==> src/rtl/hex_seg_decoder.sv <==
// Registered hex-to-7-segment cathode decoder with blank and lamp-test controls.
// Segment order on cathode is {g,f,e,d,c,b,a}; polarity is set by ACTIVE_LOW.
module hex_seg_decoder #(
  parameter int ACTIVE_LOW = 1
) (
  input  logic       clock,
  input  logic       reset,
  input  logic [3:0] four_bit_number,
  input  logic       blank,
  input  logic       lamp_test,
  output logic [6:0] cathode
);

  localparam logic [6:0] SEG_OFF = (ACTIVE_LOW != 0) ? 7'h7F : 7'h00;

  logic [6:0] w_pattern;
  logic [6:0] w_drive;
  logic [6:0] r_cathode;

  // NOTE: w_pattern gets a default before the if/case so no path leaves it unassigned (no latch).
  always_comb begin
    w_pattern = 7'h00;
    if (blank) begin
      w_pattern = 7'h00;
    end else if (lamp_test) begin
      w_pattern = 7'h7F;
    end else begin
      case (four_bit_number)
        4'h0:    w_pattern = 7'h3F;
        4'h1:    w_pattern = 7'h06;
        4'h2:    w_pattern = 7'h5B;
        4'h3:    w_pattern = 7'h4F;
        4'h4:    w_pattern = 7'h66;
        4'h5:    w_pattern = 7'h6D;
        4'h6:    w_pattern = 7'h7D;
        4'h7:    w_pattern = 7'h07;
        4'h8:    w_pattern = 7'h7F;
        4'h9:    w_pattern = 7'h6F;
        4'hA:    w_pattern = 7'h77;
        4'hB:    w_pattern = 7'h7C;
        4'hC:    w_pattern = 7'h39;
        4'hD:    w_pattern = 7'h5E;
        4'hE:    w_pattern = 7'h79;
        default: w_pattern = 7'h71;
      endcase
    end
  end

  assign w_drive = (ACTIVE_LOW != 0) ? ~w_pattern : w_pattern;

  // NOTE: non-blocking assignment for registered state; reset blanks the display asynchronously.
  always_ff @(posedge clock or posedge reset) begin
    if (reset) begin
      r_cathode <= SEG_OFF;
    end else begin
      r_cathode <= w_drive;
    end
  end

  assign cathode = r_cathode;

endmodule

==> config.mk <==
export PLATFORM = sky130hd
export DESIGN_NAME = hex_seg_decoder
export DESIGN_NICKNAME = d
export VERILOG_FILES = /design/src/rtl/hex_seg_decoder.sv
export SDC_FILE = /design/constraint.sdc
export NUM_CORES = 1
export LEC_CHECK = 0
export ABC_AREA = 1
export ABC_CLOCK_PERIOD_IN_PS = 800
export BUFFER_PORTS_ARGS = -buffer_cell sky130_fd_sc_hd__buf_2
export CAP_MARGIN = 20
export CORE_AREA = 5 5 42 44
export CTS_BUF_LIST = sky130_fd_sc_hd__clkbuf_16
export DETAILED_ROUTE_END_ITERATION = 8
export DIE_AREA = 0 0 47 49
export REMOVE_ABC_BUFFERS = 1
export SKIP_CTS_REPAIR_TIMING = 1
export SYNTH_ARGS = -nofsm -noshare
export SYNTH_HDL_FRONTEND = slang
export SYNTH_SLANG_ARGS = --single-unit
==> constraint.sdc <==
create_clock -name clock -period 0.8 [get_ports clock]
set_clock_uncertainty 0.2 [all_clocks]
set_input_delay 0.04 -clock clock [delete_from_list [all_inputs] [get_ports clock]]
set_output_delay 0.04 -clock clock [all_outputs]
set_load 0.1 [all_outputs]
==> results.py, run 1 <==
metrics = {
    "status": {
        "status": "finished with violations",
        "violations": "hold timing, setup timing",
    },
    "sta": {
        "fmaxAchievable_mhz": 853,
        "holdWs_ns": -0.103,
        "worstMarginPinSlew_ns": 0.234,
        "final_max_slew_viol_count": 0,
        "min_period_ns": 1.17,
        "max-slew-margin-rel_pct": 84.4,
        "setup_slack_ns": -0.372,
        "final-hold-violation-count": 7,
        "min_period_over_period_pct": 146,
        "unrepaired_setup_endpoints_after_global_routing": "true",
        "final_count_of_negative_setup_slack_endpoints": 8,
    },
    "cells_and_area": {
        "final_net_count": 104,
        "final_antenna_diode_count": 0,
        "largest_register_ff_count": 7,
        "post_route_cell_area_sq_um": 927,
        "post_route_cells_drive_above_1_share_pct": 53.4,
        "synthToLayoutAreaGrowth_pct": 81.6,
        "filler_cell_count": 123,
        "finalCoreUtilization_pct": 66.2,
        "finalNonFillerCells": 104,
    },
    "setup_path": {
        "critical_path.max_fanout": 1,
        "critical_path.startpoint_type": "flip-flop",
        "cp.arrival_ns": 0.93,
        "critPathBufInv": 1,
        "end_kind": "output pin",
        "crit_slowest_cell": "sky130_fd_sc_hd__dfstp_2",
        "cp_data_required_time_ns": 0.56,
        "worstSetupPathType": "flip-flop to output pin",
        "cpLargestDelayFamily": "flip-flops",
        "critical-path-max-stage-delay_ns": 0.53,
        "cp_cell_sequence": "buf_12",
    },
    "detailed_routing": {
        "top_signal_layer_used": "met3",
        "overall_routed_net_length_mm": 1.05,
        "vias_per_cell": 4.51,
        "routed_metal_1_wirelength_um": 373,
        "route.detailed.wl_per_inst_um": 10.1,
        "drt_pre_antenna_iters": 4,
        "drtIter0Drc": 2,
        "met2_length_um": 587,
        "route.detailed.drc": 0,
        "detailroute.via_count": 469,
        "met3_wirelength_um": 85,
        "drtAntennaViolNets": 0,
    },
    "place": {
        "placed_cells_incl_taps": 99,
        "finalWeightedCongestion": 0.823,
        "port_buffers": 14,
        "hpwl_um": 784,
        "place_worst_setup_slack_ns": -0.337,
        "instance_area_at_placement_sq_um": 717,
    },
    "yosys": {
        "synthMuxAreaShare_pct": 0,
        "seq_area_frac_synth_pct": 36.0,
        "syn_area_sq_um": 510,
        "synth.avg_cell_area_sq_um": 7.62,
        "dominant_combinational_cell_family_by_area_after_synthesis": "simple AND/OR/NAND/NOR gates",
        "ys_seq_elements": 7,
        "synth_cell_type_count": 15,
        "synth_warnings": 0,
        "synthesized_area_fraction_occupied_by_ao_oa_aoi_and_oai_cells_pct": 9.56,
        "postSynthCellCount": 67,
        "synth-xor-area-share_pct": 0,
        "synth_top_area_share_pct": 36.0,
        "synthSimpleGateAreaFrac_pct": 26.0,
        "yosys-top-cells-area": "sky130_fd_sc_hd__dfstp_2 (36%), sky130_fd_sc_hd__ha_1 (17%), sky130_fd_sc_hd__nand2_1 (17%)",
        "yosysTopAreaCell": "sky130_fd_sc_hd__dfstp_2",
        "post_synth_fa_ha_maj_area_fraction_pct": 17.2,
    },
    "global_routing": {
        "first_global_vias": 425,
        "global_route_congestion_overflow_total": 0,
        "grt_antenna_before_repair": 0,
        "grt_first_pass_wirelength_mm": 1.65,
        "globalRouteTotalUtil_pct": 9.70,
        "maximum_number_of_pins_on_one_net_before_global_route_repair": 10,
    },
    "die": {
        "row_count": 14,
        "placeableCoreArea_sq_um": 1400,
        "initial_core_utilization_pct": 36.4,
        "die_height_um": 49,
        "floorplan.die.width_um": 47,
        "boundaryPins": 15,
        "fp.dieArea_sq_um": 2300,
    },
    "power": {
        "p_per_area_nw_per_um2": 1930,
        "leakagePower_nw": 0.432,
        "peakVddDrop_v": 0.000933,
    },
    "min_path": {
        "hold_path_class": "input pin to flip-flop",
    },
    "run": {
        "maxCapViolations": 0,
    },
    "clock_network": {
        "clock_sinks": 7,
        "htree_num_levels": 1,
        "root_buffer_selected_by_cts": "sky130_fd_sc_hd__clkbuf_16",
        "cts_buffers": 3,
        "cts_tree": "yes",
        "cts.clk_slew.worst_paths_ns": 0.03,
        "max-clock-path-buffers": 2,
    },
}
-- through the flow --
step	setup TNS (ns)	hold slack [ns]	power [W]
2_1_floorplan	-2.40	-0.139	0.000724
3_3_place_gp	-2.89	0.000354	0.000905
3_5_place_dp	-3.01	0.00856	0.000908
4_1_cts	-3.08	-0.229	0.00174
5_1_grt	-2.78	-0.0865	0.00186
6_report	-2.59	-0.103	0.00179
-- power breakdown --
| part | leakage (nW) | switching, W | internal [W] |
|---|---|---|---|
| registers | 0.0737 | 0.0000203 | 0.000403 |
| logic | 0.316 | 0.000345 | 0.000205 |
| clock network | 0.0423 | 0.000169 | 0.000648 |
| total | 0.432 | 0.000535 | 0.00126 |
-- cells by family after synthesis --
| family | after synthesis |
|---|---|
| buf+inv | 12 |
| fa+ha+maj | 7 |
| compound gates | 9 |
| flops | 7 |
| simple gates | 32 |
-- synth_stat cells (all sizes together) --
library cell,n
ha,7
nand2,24
o21ai,5
dfstp,7
nand3,4
a21oi,4
inv,11
nor2,4
buf,1
-- worst min-delay path: stages --
cell and delay, ns:
sky130_fd_sc_hd__buf_2 0.14, sky130_fd_sc_hd__a21oi_2 0.04, sky130_fd_sc_hd__nand2_1 0.05, sky130_fd_sc_hd__nand2_1 0.04
-- routing by layer --
layer / vias to the layer above / GRT usage (%)
met5: - / 0
met1: 208 / 11.2
met2: 15 / 14.7
met4: 0 / 5.53
met3: 0 / 3.69
li1: 246 / -
-- cells in the final DEF, fill, tap and decap left out, drive strengths merged --
master       synthesis  routed
dlygate4sd3          0       1
buf                  1      17
dfstp                7       7
nor2                 4       4
clkbuf               0       3
nand3                4       4
o21ai                5       5
ha                   7       7
inv                 11      12
nand2               24      24
a21oi                4       4
-- area by class of cell --
cell class                      count  area (sq um)  share of cell area [%]
Sequential cell                     7           184                    19.8
Tap cell                           16          20.0                    2.16
Timing Repair Buffer               18           233                    25.1
Multi-Input combinational cell     48           353                    38.1
Inverter                           11          58.8                    6.34
Clock inverter                      1          3.75                   0.405
Clock buffer                        3          75.1                    8.10
-- path summary, 6_finish.rpt --
path | startpoint | endpoint | slack (ns) | depth (start not counted)
setup / recovery | cathode[5]$_DFF_PP1_ | cathode[5] | -0.37 | 1
hold / removal | lamp_test | cathode[4]$_DFF_PP1_ | -0.10 | 4
max in group asynchronous | reset | cathode[1]$_DFF_PP1_ | 0.08 | 3
min in group asynchronous | reset | cathode[5]$_DFF_PP1_ | 0.30 | 3
Note: power is estimated with default switching activity, not from simulation.
==> inputs of run 2 (changes only) <==
--- a/config.mk
+++ b/config.mk
@@ -10,7 +10,6 @@
 export BUFFER_PORTS_ARGS = -buffer_cell sky130_fd_sc_hd__buf_2
 export CAP_MARGIN = 20
 export CORE_AREA = 5 5 42 44
-export CTS_BUF_LIST = sky130_fd_sc_hd__clkbuf_16
 export DETAILED_ROUTE_END_ITERATION = 8
 export DIE_AREA = 0 0 47 49
 export REMOVE_ABC_BUFFERS = 1
==> results.py, run 2 (same netlist as run 1, synthesis figures left out) <==
metrics = {
    "power": {
        "internal-power_w": 0.000785,
        "netSwitchingFraction_pct": 37.3,
        "peakVddDrop_v": 0.000549,
        "p_per_area_nw_per_um2": 1500,
        "leakagePower_nw": 0.394,
        "power.net_switching_w": 0.000468,
        "p_seq_share_pct": 33.7,
        "pwr-share-comb_pct": 42.1,
        "fraction_of_power_consumed_by_the_clock_network_pct": 24.3,
        "design_power_total_w": 0.00125,
    },
    "setup_path": {
        "critical_path.max_fanout": 1,
        "crit_path_start": "cathode[5]$_DFF_PP1_",
        "crit_slowest_cell": "sky130_fd_sc_hd__dfstp_2",
        "cp.arrival_ns": 0.95,
        "critPathBufInv": 1,
        "worstSetupPathType": "flip-flop to output pin",
        "cp_data_required_time_ns": 0.56,
        "cp_cell_sequence": "buf_12",
        "end_kind": "output pin",
        "critical-path-max-stage-delay_ns": 0.54,
        "cpLargestDelayFamily": "flip-flops",
        "critical_path.startpoint_type": "flip-flop",
    },
    "global_routing": {
        "first_global_vias": 424,
        "grt_first_pass_wirelength_mm": 1.64,
        "global_route_congestion_overflow_total": 0,
        "grt_antenna_before_repair": 0,
        "maximum_number_of_pins_on_one_net_before_global_route_repair": 10,
        "globalRouteTotalUtil_pct": 9.84,
    },
    "sta": {
        "final-hold-violation-count": 7,
        "final_max_slew_viol_count": 0,
        "setup_slack_ns": -0.395,
        "unrepaired_setup_endpoints_after_global_routing": "true",
        "min_period_over_period_pct": 149,
        "final_count_of_negative_setup_slack_endpoints": 7,
        "max-slew-margin-rel_pct": 84.6,
        "min_period_ns": 1.19,
        "holdWs_ns": -0.129,
        "worstMarginPinSlew_ns": 0.231,
        "fmaxAchievable_mhz": 837,
    },
    "clock_network": {
        "clock_sinks": 7,
        "cts.clk_slew.worst_paths_ns": 0.05,
        "cts_tree": "yes",
        "max-clock-path-buffers": 2,
        "root_buffer_selected_by_cts": "sky130_fd_sc_hd__clkbuf_4",
        "htree_num_levels": 1,
        "cts_buffers": 3,
    },
    "cells_and_area": {
        "layout.cells.most_common": "sky130_fd_sc_hd__nand2_1",
        "final_net_count": 104,
        "finalCoreUtilization_pct": 59.6,
        "post_route_cell_area_sq_um": 835,
        "synthToLayoutAreaGrowth_pct": 63.5,
        "largest_register_ff_count": 7,
        "final_antenna_diode_count": 0,
        "layout_common_cells": "sky130_fd_sc_hd__nand2_1 (21), sky130_fd_sc_hd__dfstp_2 (7), sky130_fd_sc_hd__buf_12 (7)",
        "post_route_cells_drive_above_1_share_pct": 51.1,
    },
    "detailed_routing": {
        "drt_pre_antenna_iters": 4,
        "drtAntennaViolNets": 0,
        "overall_routed_net_length_um": 963,
        "route.detailed.drc": 0,
        "drtIter0Drc": 6,
        "detailroute.via_count": 472,
        "vias_per_cell": 4.54,
        "route.detailed.wl_per_inst_um": 9.26,
    },
    "min_path": {
        "hold_path_class": "input pin to flip-flop",
        "holdCritStartpoint": "lamp_test",
    },
    "die": {
        "placeableCoreArea_sq_um": 1400,
        "fp.dieArea_sq_um": 2300,
        "die_height_um": 49,
        "row_count": 14,
        "boundaryPins": 15,
        "initial_core_utilization_pct": 36.4,
        "floorplan.die.width_um": 47,
    },
    "status": {
        "status": "finished with violations",
        "violations": "hold timing, setup timing",
    },
    "place": {
        "finalWeightedCongestion": 0.823,
        "hpwl_um": 784,
        "instance_area_at_placement_sq_um": 717,
        "port_buffers": 14,
    },
    "run": {
        "maxCapViolations": 0,
    },
}
==> run 2: cell types whose count changed in the layout (fill, tap and decap cells not counted), sizes merged <==
cell,before,now
clkbuf,3,4
inv,12,11
==> run 2: path summary, 6_finish.rpt <==
path / end / slack (ns) / cells past startpoint
min in group asynchronous: cathode[5]$_DFF_PP1_ / 0.28 / 3
max in group asynchronous: cathode[1]$_DFF_PP1_ / 0.09 / 3
worst min-delay path: cathode[4]$_DFF_PP1_ / -0.13 / 4
worst max-delay path: cathode[5] / -0.39 / 1
==> run 2: per-layer routing <==
metal / up-vias / part of all wire, % / global-route usage [%]
met1: 204 / 35 / 10.7
met5: - / 0 / 0
li1: 249 / - / -
met2: 17 / 55 / 14.9
met3: 2 / 9.3 / 2.58
met4: 0 / 1.0 / 8.29
==> run 2: final cells by class <==
class / count / area, sq um
Sequential cell: 7 / 184
Multi-Input combinational cell: 48 / 324
Inverter: 11 / 56.3
Timing Repair Buffer: 18 / 224
Fill cell: 134 / 567
Tap cell: 16 / 20.0
Clock buffer: 4 / 26.3
==> run 2: per-stage QoR <==
step           setup WS, ns  hold slack [ns]  cells  setup TNS [ns]
5_1_grt              -0.424           -0.120    104           -2.95
3_3_place_gp         -0.324         0.000354     99           -2.89
3_5_place_dp         -0.337          0.00856     99           -3.01
2_1_floorplan        -0.263           -0.139     66           -2.40
4_1_cts              -0.409           -0.258    103           -3.14
6_report             -0.395           -0.129    104           -2.72
==> run 2: power groups by stage <==
stage | clock [W] | combinational (W) | sequential, W
after detailed placement | 0 | 0.000481 | 0.000427
after floorplan | 0 | 0.000110 | 0.000615
after global routing | 0.000334 | 0.000558 | 0.000426
final | 0.000304 | 0.000527 | 0.000422
after CTS | 0.000319 | 0.000483 | 0.000422
after global placement | 0 | 0.000479 | 0.000426
